$ cat config.mk
export PLATFORM = sky130hd
export DESIGN_NAME = miriscv_decoder
export DESIGN_NICKNAME = d
export VERILOG_FILES = /design/src/rtl/miriscv_decoder_pkg.sv /design/src/rtl/miriscv_alu_op_decode.sv /design/src/rtl/miriscv_decoder.sv
export SDC_FILE = /design/constraint.sdc
export NUM_CORES = 1
export LEC_CHECK = 0
export ABC_CLOCK_PERIOD_IN_PS = 4200
export CORE_ASPECT_RATIO = 1.1
export CORE_UTILIZATION = 35
export CTS_CLUSTER_DIAMETER = 40
export DETAILED_ROUTE_END_ITERATION = 8
export PLACE_DENSITY = 0.7
export SLEW_MARGIN = 40
export SYNTH_ARGS = -nofsm -noshare
export SYNTH_HDL_FRONTEND = slang
export SYNTH_SLANG_ARGS = --single-unit
$ cat constraint.sdc
create_clock -name clk_i -period 4.2 [get_ports clk_i]
set_input_delay 1.26 -clock clk_i [delete_from_list [all_inputs] [get_ports clk_i]]
set_output_delay 1.26 -clock clk_i [all_outputs]
set_load 0.02 [all_outputs]
$ cat src/rtl/miriscv_decoder_pkg.sv
// MIRISCV decoder shared definitions: opcodes, ALU codes,
// operand/LSU/write-back select encodings and the control bundle.
package miriscv_decoder_pkg;

  localparam int ALU_OP_WIDTH = 6;

  typedef enum logic [4:0] {
    OPC_LOAD     = 5'b00000,
    OPC_MISC_MEM = 5'b00011,
    OPC_OP_IMM   = 5'b00100,
    OPC_AUIPC    = 5'b00101,
    OPC_STORE    = 5'b01000,
    OPC_OP       = 5'b01100,
    OPC_LUI      = 5'b01101,
    OPC_BRANCH   = 5'b11000,
    OPC_JALR     = 5'b11001,
    OPC_JAL      = 5'b11011,
    OPC_SYSTEM   = 5'b11100
  } opcodeE;

  typedef enum logic [ALU_OP_WIDTH-1:0] {
    ALU_LTS  = 6'b000000,
    ALU_LTU  = 6'b000001,
    ALU_SLTS = 6'b000010,
    ALU_SLTU = 6'b000011,
    ALU_GES  = 6'b001010,
    ALU_GEU  = 6'b001011,
    ALU_EQ   = 6'b001100,
    ALU_NE   = 6'b001101,
    ALU_AND  = 6'b010101,
    ALU_ADD  = 6'b011000,
    ALU_SUB  = 6'b011001,
    ALU_SRA  = 6'b100100,
    ALU_SRL  = 6'b100101,
    ALU_SLL  = 6'b100111,
    ALU_OR   = 6'b101110,
    ALU_XOR  = 6'b101111
  } aluOpE;

  localparam logic [1:0] OP_A_RS1     = 2'd0;
  localparam logic [1:0] OP_A_CURR_PC = 2'd1;
  localparam logic [1:0] OP_A_ZERO    = 2'd2;

  localparam logic [2:0] OP_B_RS2   = 3'd0;
  localparam logic [2:0] OP_B_IMM_I = 3'd1;
  localparam logic [2:0] OP_B_IMM_U = 3'd2;
  localparam logic [2:0] OP_B_IMM_S = 3'd3;
  localparam logic [2:0] OP_B_INCR  = 3'd4;

  localparam logic [2:0] LDST_B  = 3'd0;
  localparam logic [2:0] LDST_H  = 3'd1;
  localparam logic [2:0] LDST_W  = 3'd2;
  localparam logic [2:0] LDST_BU = 3'd4;
  localparam logic [2:0] LDST_HU = 3'd5;

  localparam logic WB_EX_RESULT = 1'b0;
  localparam logic WB_LSU_DATA  = 1'b1;

  typedef struct packed {
    logic [1:0] opASel;
    logic [2:0] opBSel;
    aluOpE      aluOp;
    logic       memReq;
    logic       memWe;
    logic [2:0] memSize;
    logic       gprWe;
    logic       wbSel;
    logic       branch;
    logic       jal;
    logic       jalr;
  } ctrlT;

  localparam ctrlT CTRL_DEFAULT = '{
    opASel:  OP_A_RS1,
    opBSel:  OP_B_RS2,
    aluOp:   ALU_ADD,
    memReq:  1'b0,
    memWe:   1'b0,
    memSize: LDST_W,
    gprWe:   1'b0,
    wbSel:   WB_EX_RESULT,
    branch:  1'b0,
    jal:     1'b0,
    jalr:    1'b0
  };

endpackage

$ cat src/rtl/miriscv_alu_op_decode.sv
// funct3/funct7 to ALU opcode mapping for OP, OP_IMM and BRANCH.
// Every other opcode maps to ADD and is reported legal here.
module miriscv_alu_op_decode
  import miriscv_decoder_pkg::*;
(
  input  opcodeE     opcode,
  input  logic [2:0] funct3,
  input  logic [6:0] funct7,
  output aluOpE      aluOp,
  output logic       legal
);

  always_comb begin
    aluOp = ALU_ADD;
    legal = 1'b1;
    unique case (1'b1)
      opcode == OPC_OP_IMM: begin
        case (funct3)
          3'd0: aluOp = ALU_ADD;
          3'd1: begin
            aluOp = ALU_SLL;
            legal = funct7 == 7'h00;
          end
          3'd2: aluOp = ALU_SLTS;
          3'd3: aluOp = ALU_SLTU;
          3'd4: aluOp = ALU_XOR;
          3'd5: begin
            aluOp = (funct7 == 7'h20) ? ALU_SRA : ALU_SRL;
            legal = (funct7 == 7'h00) || (funct7 == 7'h20);
          end
          3'd6: aluOp = ALU_OR;
          default: aluOp = ALU_AND;
        endcase
      end
      opcode == OPC_OP: begin
        if (funct7 == 7'h00) begin
          case (funct3)
            3'd0: aluOp = ALU_ADD;
            3'd1: aluOp = ALU_SLL;
            3'd2: aluOp = ALU_SLTS;
            3'd3: aluOp = ALU_SLTU;
            3'd4: aluOp = ALU_XOR;
            3'd5: aluOp = ALU_SRL;
            3'd6: aluOp = ALU_OR;
            default: aluOp = ALU_AND;
          endcase
        end else if (funct7 == 7'h20 && funct3 == 3'd0) begin
          aluOp = ALU_SUB;
        end else if (funct7 == 7'h20 && funct3 == 3'd5) begin
          aluOp = ALU_SRA;
        end else begin
          legal = 1'b0;
        end
      end
      opcode == OPC_BRANCH: begin
        case (funct3)
          3'd0: aluOp = ALU_EQ;
          3'd1: aluOp = ALU_NE;
          3'd4: aluOp = ALU_LTS;
          3'd5: aluOp = ALU_GES;
          3'd6: aluOp = ALU_LTU;
          3'd7: aluOp = ALU_GEU;
          default: legal = 1'b0;
        endcase
      end
      default: ;
    endcase
  end

endmodule

$ cat src/rtl/miriscv_decoder.sv
// MIRISCV RV32I main decoder: combinational control decode plus a
// saturating count of cycles spent on illegal instructions.
module miriscv_decoder
  import miriscv_decoder_pkg::*;
#(
  parameter int CNT_W = 16
) (
  input  logic                    clk_i,
  input  logic                    arstn_i,
  input  logic [31:0]             fetched_instr_i,
  output logic [1:0]              ex_op_a_sel_o,
  output logic [2:0]              ex_op_b_sel_o,
  output logic [ALU_OP_WIDTH-1:0] alu_op_o,
  output logic                    mem_req_o,
  output logic                    mem_we_o,
  output logic [2:0]              mem_size_o,
  output logic                    gpr_we_a_o,
  output logic                    wb_src_sel_o,
  output logic                    illegal_instr_o,
  output logic                    branch_o,
  output logic                    jal_o,
  output logic                    jalr_o,
  output logic [CNT_W-1:0]        illegal_cnt_o
);

  opcodeE     opcode;
  logic [2:0] funct3;
  logic [6:0] funct7;
  aluOpE      fnAluOp;
  logic       fnLegal;
  logic       opLegal;
  logic       illegal;
  ctrlT       raw;
  ctrlT       ctrl;
  logic       unusedBits;

  assign opcode     = opcodeE'(fetched_instr_i[6:2]);
  assign funct3     = fetched_instr_i[14:12];
  assign funct7     = fetched_instr_i[31:25];
  assign unusedBits = ^{fetched_instr_i[24:15], fetched_instr_i[11:7]};

  miriscv_alu_op_decode uAluOpDec (
    .opcode (opcode),
    .funct3 (funct3),
    .funct7 (funct7),
    .aluOp  (fnAluOp),
    .legal  (fnLegal)
  );

  always_comb begin
    raw       = CTRL_DEFAULT;
    raw.aluOp = fnAluOp;
    opLegal   = 1'b1;
    unique case (1'b1)
      opcode == OPC_LOAD: begin
        raw.opBSel  = OP_B_IMM_I;
        raw.memReq  = 1'b1;
        raw.memSize = funct3;
        raw.gprWe   = 1'b1;
        raw.wbSel   = WB_LSU_DATA;
        opLegal     = funct3 inside {LDST_B, LDST_H, LDST_W,
                                     LDST_BU, LDST_HU};
      end
      opcode == OPC_STORE: begin
        raw.opBSel  = OP_B_IMM_S;
        raw.memReq  = 1'b1;
        raw.memWe   = 1'b1;
        raw.memSize = funct3;
        opLegal     = funct3 inside {LDST_B, LDST_H, LDST_W};
      end
      opcode == OPC_OP_IMM: begin
        raw.opBSel = OP_B_IMM_I;
        raw.gprWe  = 1'b1;
      end
      opcode == OPC_OP: begin
        raw.gprWe = 1'b1;
      end
      opcode == OPC_LUI: begin
        raw.opASel = OP_A_ZERO;
        raw.opBSel = OP_B_IMM_U;
        raw.gprWe  = 1'b1;
      end
      opcode == OPC_AUIPC: begin
        raw.opASel = OP_A_CURR_PC;
        raw.opBSel = OP_B_IMM_U;
        raw.gprWe  = 1'b1;
      end
      opcode == OPC_JAL: begin
        raw.opASel = OP_A_CURR_PC;
        raw.opBSel = OP_B_INCR;
        raw.gprWe  = 1'b1;
        raw.jal    = 1'b1;
      end
      opcode == OPC_JALR: begin
        raw.opASel = OP_A_CURR_PC;
        raw.opBSel = OP_B_INCR;
        raw.gprWe  = 1'b1;
        raw.jalr   = 1'b1;
        opLegal    = funct3 == 3'd0;
      end
      opcode == OPC_BRANCH: begin
        raw.branch = 1'b1;
      end
      opcode == OPC_MISC_MEM,
      opcode == OPC_SYSTEM: ;
      default: opLegal = 1'b0;
    endcase
  end

  assign illegal = (fetched_instr_i[1:0] != 2'b11)
                 || !opLegal || !fnLegal;

  // Illegal words collapse to the all-default bundle so no side effect leaks.
  assign ctrl = illegal ? CTRL_DEFAULT : raw;

  assign ex_op_a_sel_o   = ctrl.opASel;
  assign ex_op_b_sel_o   = ctrl.opBSel;
  assign alu_op_o        = ctrl.aluOp;
  assign mem_req_o       = ctrl.memReq;
  assign mem_we_o        = ctrl.memWe;
  assign mem_size_o      = ctrl.memSize;
  assign gpr_we_a_o      = ctrl.gprWe;
  assign wb_src_sel_o    = ctrl.wbSel;
  assign branch_o        = ctrl.branch;
  assign jal_o           = ctrl.jal;
  assign jalr_o          = ctrl.jalr;
  assign illegal_instr_o = illegal;

  always_ff @(posedge clk_i or negedge arstn_i) begin
    if (!arstn_i) begin
      illegal_cnt_o <= '0;
    end else if (illegal && illegal_cnt_o != '1) begin
      illegal_cnt_o <= illegal_cnt_o + 1'b1;
    end
  end

endmodule

==> flow_summary.json, run 1 <==
{
  "netSwitchingFraction_pct": 37.1,
  "synthTopCellsByArea": "dfrtp_1, xor2_1, a21oi_1",
  "placed_area_um2": 2460,
  "dp_hpwl_um": 3290,
  "die_area_um2": 4700,
  "hold_path_class": "reg -> reg",
  "final-max-slew-violation-count": 0,
  "start_util_pct": 36.2,
  "yosysTopAreaCell": "dfrtp_1",
  "finalCriticalPeriod_ps": 4240,
  "syn_avg_cell_area_um2": 8.17,
  "total_power_uw": 695,
  "synth_ff_type": "dfrtp_1",
  "p_comb_share_pct": 45.4,
  "critical_path.max_fanout": 4,
  "nets": 333,
  "hold_violations": 0,
  "p_int_uw": 437,
  "area_growth_pct": 71.5,
  "synthCells": 190,
  "finish.instance_area_um2": 2660,
  "grt_max_degree": 17,
  "period_share_pct": 101,
  "ys_ff_latch": 16,
  "max_cap_viol_count": 0,
  "cp.required_ps": 2940,
  "p_leak_uw": 0.00121,
  "die_h_um": 71.8,
  "cts.sinks": 16,
  "yosys_warnings": 0,
  "netlist_area_um2": 1550,
  "fin_cells": 351,
  "antenna_found_initial": 0,
  "drt_iter0_markers": 33,
  "routed_via_density": 5.19,
  "grt_first_pass_wirelength_um": 7290,
  "cts_tree": "yes",
  "clk_latency_ps": 250,
  "clk_pin_slew_ps": 60,
  "final_antenna_net_count": 0,
  "pwr-share-clk_pct": 19.6,
  "async_flop_share_pct": 100,
  "critPathKind": "in -> out",
  "finalSetupViolations": 2,
  "max-vdd-ir-drop_mv": 0.286,
  "wl_per_cell_um": 13.0,
  "yosys-top-cells-count": "dfrtp_1, nor2_1, nand2_1",
  "synth-edff-count": 0,
  "relSlewSlack_pct": 72.3,
  "placementRows": 25,
  "clock-root-buffer": "clkbuf_8",
  "cp-end-kind": "output port",
  "fin_ws_ps": -38.8,
  "arrival_ps": 2980,
  "grt_overflow": 0,
  "via_count": 1821,
  "worst_slew_pin_slew_ps": 414,
  "power_frac_seq_pct": 35.0,
  "diodes": 0,
  "largest_reg_flops": 16,
  "synth_top_area_share_pct": 25.8,
  "max_flop_register": "illegal_cnt_o",
  "drt_wl_total_um": 4560,
  "clk_path_buf_depth": 2,
  "net-switching-power_uw": 258,
  "grt_pass1_vias": 1685,
  "core_area_um2": 4290,
  "post-route-drc-count": 0,
  "drive_gt1_share_pct": 44.8,
  "place_worst_setup_slack_ps": -806,
  "first_pass_iters": 4,
  "port_buffers": 56,
  "cts_max_level": 1,
  "synth_cell_types": 56,
  "ys_seq_area_share_pct": 25.8,
  "io_pins": 72,
  "status": "finished with violations",
  "top_regs": "illegal_cnt_o x16",
  "numCtsBuffers": 3,
  "grt_usage_pct": 19.3,
  "worstSetupStartpointType": "primary input",
  "die_w_um": 65.5,
  "fmaxAchievable_mhz": 236,
  "fin_skew_ps": 4.74,
  "power_per_cell_area_nw_per_um2": 261,
  "violations": "setup timing",
  "rsz0062_at_grt": "true",
  "dpl.cell_count": 332,
  "gp_congestion": 0.898,
  "synth_nets": 225,
  "utilization_pct": 62.1
}
-- power groups by stage --
stage | combinational, uW | clock (uW) | sequential (uW)
2_1_floorplan | 116 | 0 | 281
3_3_place_gp | 296 | 0 | 244
3_5_place_dp | 299 | 0 | 243
4_1_cts | 311 | 139 | 243
5_1_grt | 338 | 144 | 252
6_report | 315 | 136 | 243
-- stage by stage --
step,hold slack (ps),TNS [ps]
floorplan,589,-1160
global placement,479,-16480
detailed placement,491,-16290
CTS,500,-104
global route,510,-349
finish,489,-47.7
-- metal layers --
metal | up-vias | share of wire (%) | track usage (%)
met5 | - | 0 | 0
met4 | 0 | 2.0 | 5.80
met3 | 9 | 4.8 | 1.59
met2 | 55 | 51 | 36.4
met1 | 848 | 43 | 22.7
li1 | 909 | - | -
-- critical path, cell delays in order --
cell	delay, ps
buf_6	90
and3b_1	180
and2_4	160
a221o_1	350
nor2_2	130
nand2_2	110
or4_4	550
buf_6	150
-- kinds of logic (layout without fill, tap and decap cells) --
family,count (synthesis),count (layout),share of synthesized area (%)
buf+inv,23,130,8.31
mux,3,3,2.10
compound gates,51,51,25.6
simple gates,82,82,29.5
fa+ha+maj,1,1,0.806
xor+xnor,14,14,7.90
flops,16,16,25.8
-- area by class of cell --
class,instances,area [um^2]
Sequential cell,16,400
Tap cell,54,67.6
Fill cell,400,1620
Clock buffer,4,55.1
Inverter,6,22.5
Timing Repair Buffer,120,978
Multi-Input combinational cell,151,1140
-- cell usage in the layout (no fill, tap or decap), types with 3 or more instances in the layout --
master and instances:
buf_4 60, clkdlybuf4s50_1 17, dfrtp_1 16, buf_2 16, buf_6 16, nand2_1 15, xor2_1 13, nor2_1 12
a21oi_1 12, o21ai_0 7, nand3_1 7, inv_1 6, nor3_2 5, nand4_1 5, clkdlybuf4s15_1 5, nor2_2 4
and4_1 4, a211oi_2 4, clkbuf_8 4, a31oi_1 3, dlygate4sd2_1 3
-- worst paths after layout --
| path | from | to | slack, ps | cells after the start |
|---|---|---|---|---|
| max | fetched_instr_i[6] | mem_size_o[1] | -40 | 8 |
| min | illegal_cnt_o[11] | illegal_cnt_o[11] | 490 | 1 |
| max reg2reg | illegal_cnt_o[5] | illegal_cnt_o[11] | 1890 | 7 |
| min reg2reg | illegal_cnt_o[11] | illegal_cnt_o[11] | 490 | 1 |
| max in group asynchronous | arstn_i | illegal_cnt_o[14] | 3020 | 1 |
| min in group asynchronous | arstn_i | illegal_cnt_o[6] | 910 | 1 |
-- what timing repair did --
| action | CTS | global route |
|---|---|---|
| endpoints found under the setup margin | 22 | 19 |
| pin swaps | 12 | 10 |
| resized for setup | 166 | 19 |
| setup buffers | 12 | 3 |
| hold buffers | 0 | 0 |
(Power assumes the default switching activity.)
==> run 2: changes to the inputs <==
- CORE_ASPECT_RATIO: 1.1 -> 0.5
- SKIP_LAST_GASP: not set -> 1
==> run 2 against run 1 <==
The flow now finishes without violations. Clock power shrank 3%. Final cell count grew 0.85%. Via count grew 4.9%. Die area grew 0.34%. Critical path depth is the same. Sequential share of layout area shrank 0.41 points.
==> flow_summary.json, run 2 (synthesis results as in run 1) <==
{
  "status": "finished, final reports clean",
  "relSlewSlack_pct": 53.8,
  "wl_met1_um": 2370,
  "max-vdd-ir-drop_mv": 0.348,
  "clock-root-buffer": "clkbuf_8",
  "hold_path_class": "reg -> reg",
  "die_h_um": 49.1,
  "met3WireLength_um": 262,
  "finalSetupViolations": 0,
  "fin_cells": 354,
  "largest_reg_flops": 16,
  "cts_max_level": 1,
  "power_per_cell_area_nw_per_um2": 258,
  "cts.sinks": 16,
  "finish.instance_area_um2": 2740,
  "numCtsBuffers": 3,
  "fin_skew_ps": 6.65,
  "worstSetupStartpointType": "primary input",
  "worst_slew_pin_slew_ps": 690,
  "fmaxAchievable_mhz": 238,
  "diodes": 0,
  "port_buffers": 56,
  "final_common_cell": "buf_4",
  "cp-end-kind": "output port",
  "rsz0062_at_grt": "true",
  "hold_violations": 0,
  "period_share_pct": 99.9,
  "final_antenna_net_count": 0,
  "cp.required_ps": 2940,
  "clk_pin_slew_ps": 60,
  "placed_area_um2": 2450,
  "dpl.cell_count": 331,
  "met2_length_um": 2560,
  "max_flop_register": "illegal_cnt_o",
  "grt_pass1_vias": 1780,
  "max_cap_viol_count": 0,
  "top_regs": "illegal_cnt_o x16",
  "dp_hpwl_um": 3370,
  "drt_wl_total_um": 5250,
  "utilization_pct": 67.3,
  "nets": 336,
  "tns_ps": 0,
  "clk_path_buf_depth": 2,
  "first_pass_iters": 4,
  "die_area_um2": 4720,
  "gp_congestion": 0.848,
  "arrival_ps": 2940,
  "grt_overflow": 0,
  "via_count": 1911,
  "placementRows": 16,
  "fin_hold_ws_ps": 501,
  "mostFrequentLayoutCells": "buf_4, clkdlybuf4s50_1, buf_6, dfrtp_1, nand2_1",
  "cts_tree": "yes",
  "critPathKind": "in -> out",
  "grt_first_pass_wirelength_um": 8280,
  "critical_path.max_fanout": 8,
  "drt_iter0_markers": 72,
  "p_leak_uw": 0.00124,
  "nFillCells": 320,
  "post-route-drc-count": 0,
  "top_layer": "met4",
  "drive_gt1_share_pct": 48.7,
  "io_pins": 72,
  "grt_usage_pct": 22.2,
  "die_w_um": 96.2,
  "finalCriticalPeriod_ps": 4200,
  "multi_input_area_um2": 1190,
  "routed_via_density": 5.40,
  "core_area_um2": 4060,
  "final-max-slew-violation-count": 0,
  "area_growth_pct": 76.3,
  "antenna_found_initial": 0,
  "grt_max_degree": 17,
  "register_area_um2": 400,
  "wl_per_cell_um": 14.8,
  "start_util_pct": 38.2,
  "clk_latency_ps": 240
}
[run 2: cell count changes in the layout (fill, tap and decap cells not counted), sizes merged]
cell,before,now
buf,92,98
clkdlybuf4s15,6,2
clkbuf,6,7
dlygate4sd2,3,2
clkdlybuf4s50,17,18
[run 2: cell type report]
cell class	count	area share, %
multi-input cells	151	43.4
repair buffers	123	36.7
flip-flops and latches	16	14.6
well taps	54	2.47
inverters	6	0.823
clock buffers	4	2.01
[run 2: repair_timing]
item / 4_1_cts / 5_1_grt
gates resized for setup: 157 / 56
hold buffers: 0 / 0
setup buffers: 16 / 5
pin swaps: 15 / 14
endpoints found under the setup margin: 22 / 22
[run 2: layer usage]
layer  track usage [%]  vias to the layer above
met3              1.09                        8
met5                 0                        -
li1                  -                      914
met4              5.22                        0
met1              30.3                      923
met2              38.5                       66
[run 2: worst max-delay path, cell delays in order]
cell	delay, ps
buf_6	100
and3b_1	190
and2_4	140
a221o_1	410
nor2_4	140
nand2_4	110
or4_4	430
buf_6	150
[run 2: metrics by stage]
stage               power, uW  worst slack, ps
finish                    707             3.06
global route              747             -109
CTS                       691            -67.9
detailed placement        544             -896
global placement          536             -823
floorplan                 397             -205
[run 2: power breakdown]
group | total, uW | leakage [uW] | internal, uW | switching (uW)
registers | 245 | 0.000204 | 192 | 52.7
logic | 330 | 0.00101 | 165 | 164
clock network | 132 | 0.0000288 | 82.9 | 48.9
total | 707 | 0.00124 | 441 | 266
[run 2: path summary, 6_finish.rpt]
kind	startpoint	endpoint	slack, ps	cells after the start
hold / removal	illegal_cnt_o[11]	illegal_cnt_o[11]	500	1
setup reg to reg	illegal_cnt_o[5]	illegal_cnt_o[1]	2010	7
min in group asynchronous	arstn_i	illegal_cnt_o[10]	1430	1
hold reg to reg	illegal_cnt_o[11]	illegal_cnt_o[11]	500	1
setup / recovery	fetched_instr_i[5]	mem_size_o[1]	3	8
max in group asynchronous	arstn_i	illegal_cnt_o[15]	2320	1
==> run 3: changes to the inputs <==
- CAP_MARGIN: not set -> 20
- CTS_CLUSTER_DIAMETER: 40 -> 150
==> results of run 3 <==
Final layout, timing and power as in run 2 (identical DEF).
